[src/rtl/mul_unit.sv]
// mul_unit: iterative 32-bit multiply / multiply-accumulate (radix-2 shift-add).
// Computes result = a*b (+acc) mod 2^32, with early termination as soon as the
// remaining multiplier bits are zero. On completion it raises a one-cycle done
// pulse, which serves as the register-file write enable, and holds
// result/tag_out/flags until the next operation completes.
//
// Ports:
//   clk        system clock, rising edge
//   reset_n    asynchronous active-low reset
//   start      request, sampled only in IDLE or DONE
//   accumulate 1 = MLA (add acc), 0 = MUL
//   a, b, acc  multiplicand (Rm), multiplier (Rs), accumulate operand (Rn)
//   tag_in     destination register index
//   busy       high while an operation is running
//   done       one-cycle completion pulse
//   result     product (+acc), held between completions
//   tag_out    captured tag_in, held like result
//   flag_n     result[31], held like result
//   flag_z     result == 0, held like result
module mul_unit (
    input  logic        clk,
    input  logic        reset_n,
    input  logic        start,
    input  logic        accumulate,
    input  logic [31:0] a,
    input  logic [31:0] b,
    input  logic [31:0] acc,
    input  logic [3:0]  tag_in,
    output logic        busy,
    output logic        done,
    output logic [31:0] result,
    output logic [3:0]  tag_out,
    output logic        flag_n,
    output logic        flag_z
);

    typedef enum logic [1:0] {IDLE, RUN, DONE} state_t;

    state_t      state;
    logic [31:0] ma;
    logic [31:0] mb;
    logic [31:0] prod;
    logic [31:0] prod_nxt;
    logic [4:0]  cnt;
    logic [3:0]  tag;
    logic        last;

    // The step that finishes an operation must still fold in its own partial
    // product, so the published result is taken from prod_nxt, not prod.
    always_comb begin
        prod_nxt = mb[0] ? (prod + ma) : prod;
        last     = (mb[31:1] == '0) || (cnt == 5'd31);
    end

    always_ff @(posedge clk or negedge reset_n) begin
        if (!reset_n) begin
            state   <= IDLE;
            ma      <= '0;
            mb      <= '0;
            prod    <= '0;
            cnt     <= '0;
            tag     <= '0;
            busy    <= 1'b0;
            done    <= 1'b0;
            result  <= '0;
            tag_out <= '0;
            flag_n  <= 1'b0;
            flag_z  <= 1'b0;
        end else begin
            case (state)
                RUN: begin
                    prod <= prod_nxt;
                    ma   <= ma << 1;
                    mb   <= mb >> 1;
                    cnt  <= cnt + 5'd1;
                    if (last) begin
                        state   <= DONE;
                        busy    <= 1'b0;
                        done    <= 1'b1;
                        result  <= prod_nxt;
                        tag_out <= tag;
                        flag_n  <= prod_nxt[31];
                        flag_z  <= (prod_nxt == '0);
                    end
                end
                default: begin
                    // IDLE and DONE both accept a new request; DONE always
                    // leaves after one cycle, so back-to-back has no gap.
                    done <= 1'b0;
                    if (start) begin
                        ma    <= a;
                        mb    <= b;
                        prod  <= accumulate ? acc : '0;
                        tag   <= tag_in;
                        cnt   <= '0;
                        state <= RUN;
                        busy  <= 1'b1;
                    end else begin
                        state <= IDLE;
                        busy  <= 1'b0;
                    end
                end
            endcase
        end
    end

endmodule

[config.mk]
export PLATFORM = sky130hd
export DESIGN_NAME = mul_unit
export DESIGN_NICKNAME = d
export VERILOG_FILES = /design/src/rtl/mul_unit.sv
export SDC_FILE = /design/constraint.sdc
export NUM_CORES = 1
export LEC_CHECK = 0
export BUFFER_PORTS_ARGS = -buffer_cell sky130_fd_sc_hd__buf_4
export CORE_MARGIN = 2
export CORE_UTILIZATION = 40
export DETAILED_ROUTE_END_ITERATION = 10
export HOLD_SLACK_MARGIN = 0.15
export PLACE_DENSITY_LB_ADDON = 0.25
export SETUP_SLACK_MARGIN = 0.4
export SYNTH_ARGS = -nofsm -noshare
export SYNTH_HDL_FRONTEND = slang
export SYNTH_SLANG_ARGS = --single-unit
[constraint.sdc]
create_clock -name clk -period 4.11 [get_ports clk]
set_clock_uncertainty 0.1 [all_clocks]
set_input_delay 0.822 -clock clk [delete_from_list [all_inputs] [get_ports clk]]
set_output_delay 0.822 -clock clk [all_outputs]
set_load 0.01 [all_outputs]
==> summary.txt <==
Placement
  – GPL Wtd Cong: 0.9333
  – PortBufs: 143
  – Hpwl dp: 16730 um

Timing
  – Highest Clock Rate: about 290 MHz
  – Setup TNS: 0 ns
  – Tcrit/Tclk final: 83.50%
  – Min Tclk post-route: 3.432 ns
  – Actual slew at the worst max-slew pin: 0.9682 ns
  – Setup-failing EPs final: 0
  – Fin. Hold Viols: 0
  – Min Hold Slack: approximately 0.32 ns
  – Max-slew headroom: 35.45%
  – Final slew viol count: 0
  – RSZ-0062 raised after global routing: false

Route
  – Post-route DRC: 0
  – Final wirelength: between 20000 and 25000 um
  – First-pass DRT Iterations: 5
  – Drt via density: 5.622
  – DR WL/cell: 18.39 um
  – Vias: 7280
  – DRT antenna net count: 0
  – DR iter-0 viols: 447

Outcome
  – Status: finished clean

Power and ir drop
  – Power per cell area: ~800 mW/mm2
  – Maximum VDD drop: 463.4 uV
  – Static Leak: a little under 5 nW

Floorplanning
  – Cell Rows: between 50 and 60
  – Starting density of the core: 41.08%
  – Die Wd: approximately 150 um
  – CORE AREA: 0.02043 mm2
  – Io pins: approximately 140
  – Die footprint: 0.02215 mm2
  – Die Y: 148.8 um

Layout
  – Filler cells: 1976
  – Layout area overhead: 23.02%
  – Diodes inserted: 0
  – Final #Nets: about 1.2k
  – Layout cells sized above 1: 21.27%

Logic synthesis
  – Netlist Area Pre-Place: between 0.008 and 0.009 mm2
  – Yosys warning total: 0
  – Yosys top cell area share: between 40% and 50%
  – Distinct cells, synth: 67
  – Async SR Flop Fraction: 100.0%
  – Sequential share of the synthesized area: a little over two fifths
  – Top post-synthesis cells by area: dfrtp_1 (43%), mux2i_1 (9.8%), nand2_1 (6.3%), o21ai_0 (6.2%), ha_1 (4.9%)
  – Most frequent cell after synthesis: dfrtp_1
  – Number of synthesized register bits: 144
  – Number of synthesized flops with an enable pin: 0
  – Syn_nets: 1036
  – Mapped Cells: 898
  – Post-synth top area cell: dfrtp_1
  – Top post-synthesis cells by count: dfrtp_1 (144), nand2_1 (140), o21ai_0 (104)
  – Mean post-synth cell area: 9.345 um2
  – Top_reg_cell synth: dfrtp_1

Min path
  – Worst Hold Class: in -> async

Critical path
  – Critical Path RT: around 4.4 ns
  – CP Max Fanout: 4
  – WP data arrival: about 3.7 ns
  – Setup Crit Path Kind: reg -> reg
  – R2r worst-path depth: 12
  – Crit end category: flop
  – Startpoint Class: flop

Global routing
  – Largest net degree at the start of global routing: 189
  – GRT Total Usage: 22.06%
  – First-pass GRT wire length: 38400 um
  – Initial antenna violation count: 0
  – Gr ovfl total: 0
  – Number of global-route vias before repair: ~7.1k

Clock network
  – Htree depth: 4
  – TritonCTS Buffers: 17
  – Clk slew on worst S/H paths: 0.07 ns
  – Clock root cell: clkbuf_16
  – Clk_lat worst skew: 0.44 ns
  – Clk sinks: 144
  – TritonCTS clock tree: yes
  – Clk buf depth: 2

Flow run
  – Max-cap violations: 0
## registers in the layout (all words and copies together), names as in the netlist
name     flops
result      32
mb          32
ma          32
state        1
flag_z       1
tag          4
tag_out      4
prod        32
cnt          5
done         1
## worst max-delay path: stages, from the launching register on
cell and delay (ns):
dfrtp_1 0.41, ha_1 0.22, fa_1 0.43, a211oi_2 0.27, nor2_1 0.11, a221oi_2 0.38
o21ai_1 0.25, xor2_1 0.21, mux2i_2 0.23, and4bb_1 0.21, and4_1 0.24, o2111ai_1 0.14
o21ai_1 0.15
## timing repair
item,4_1_cts,5_1_grt
setup endpoints to repair,0,3
endpoints found under the hold margin,0,0
gates resized for setup,0,3
setup buffers,0,2
hold buffers,0,0
## per-stage QoR
| step | cell area, um2 | power (mW) | setup slack (ns) | cells | utilization [%] |
|---|---|---|---|---|---|
| 5_1_grt | 10320 | 8.997 | 0.4194 | 1295 | 50.53 |
| 4_1_cts | 10300 | 8.311 | 0.6203 | 1293 | 50.40 |
| 3_5_place_dp | 9674 | 6.631 | 0.6765 | 1261 | 47.35 |
| 6_report | 10320 | 8.325 | 0.6782 | 1295 | 50.53 |
| 3_3_place_gp | 9674 | 6.591 | 0.7930 | 1261 | 47.35 |
| 2_1_floorplan | 8392 | 5.356 | 1.106 | 898 | - |
## power by group
group | internal [mW] | leakage [nW] | total (mW) | switching (mW)
Clock | 0.974 | 0.302 | 1.66 | 0.681
Combinational | 1.71 | 2.79 | 4.15 | 2.44
Sequential | 2.02 | 1.84 | 2.52 | 0.500
Total | 4.71 | 4.93 | 8.32 | 3.62
## placed cells by master (no fill, tap or decap), types with 4 or more instances in the layout
cell type,instances
nor3_1,8
o21ai_0,103
nor4_1,16
o31ai_1,4
xor2_1,9
nor2_1,46
o21ai_1,5
ha_1,33
nor2b_1,4
nand2_1,140
nand3_1,20
a221oi_1,31
a21o_1,19
inv_1,11
buf_4,153
clkinv_4,4
dfrtp_1,143
and3_1,6
xnor2_1,13
inv_6,6
a31oi_1,6
mux2i_1,81
o211ai_1,4
clkbuf_16,17
nand4_1,10
a21oi_1,45
a211oi_1,5
mux2_2,12
## cells by family (layout without fill, tap and decap cells)
logic type,count (synthesis),in the layout,share of synthesized area [%]
and+or+nand+nor,273,273,14.76
AOI/OAI and AO/OA,259,259,20.05
DFF,144,144,42.94
muxes,94,94,11.39
buffers and inverters,72,199,3.399
adders and majority gates,34,34,5.159
xor gates and xnor gates,22,22,2.296
## area by class of cell
class                      instances  area, um2  share of cell area [%]
clock buffer                      17      425.4                   4.121
clock inverter                    15      196.4                   1.903
inverter                          12      45.04                  0.4363
multi-input combinational        682       4534                   43.92
sequential                       144       3605                   34.92
tap                              270      337.8                   3.272
timing repair buffer             155       1180                   11.43
## worst paths after layout
kind / startpoint / to / slack [ns]
max: prod[0] / flag_z / 0.68
min: reset_n / prod[12] / 0.32
max reg2reg: prod[0] / flag_z / 0.68
min reg2reg: tag[3] / tag_out[3] / 0.36
max in group asynchronous: reset_n / result[18] / 2.76
min in group clk: tag[3] / tag_out[3] / 0.36
## metal layers
metal | up-vias | track usage [%] | wire, um
li1 | 3527 | - | -
met1 | 3521 | 30.41 | 10920
met2 | 203 | 34.31 | 10930
met3 | 29 | 5.780 | 1581
met4 | 0 | 6.571 | 385
met5 | - | 0 | 0
(Power assumes the default switching activity.)
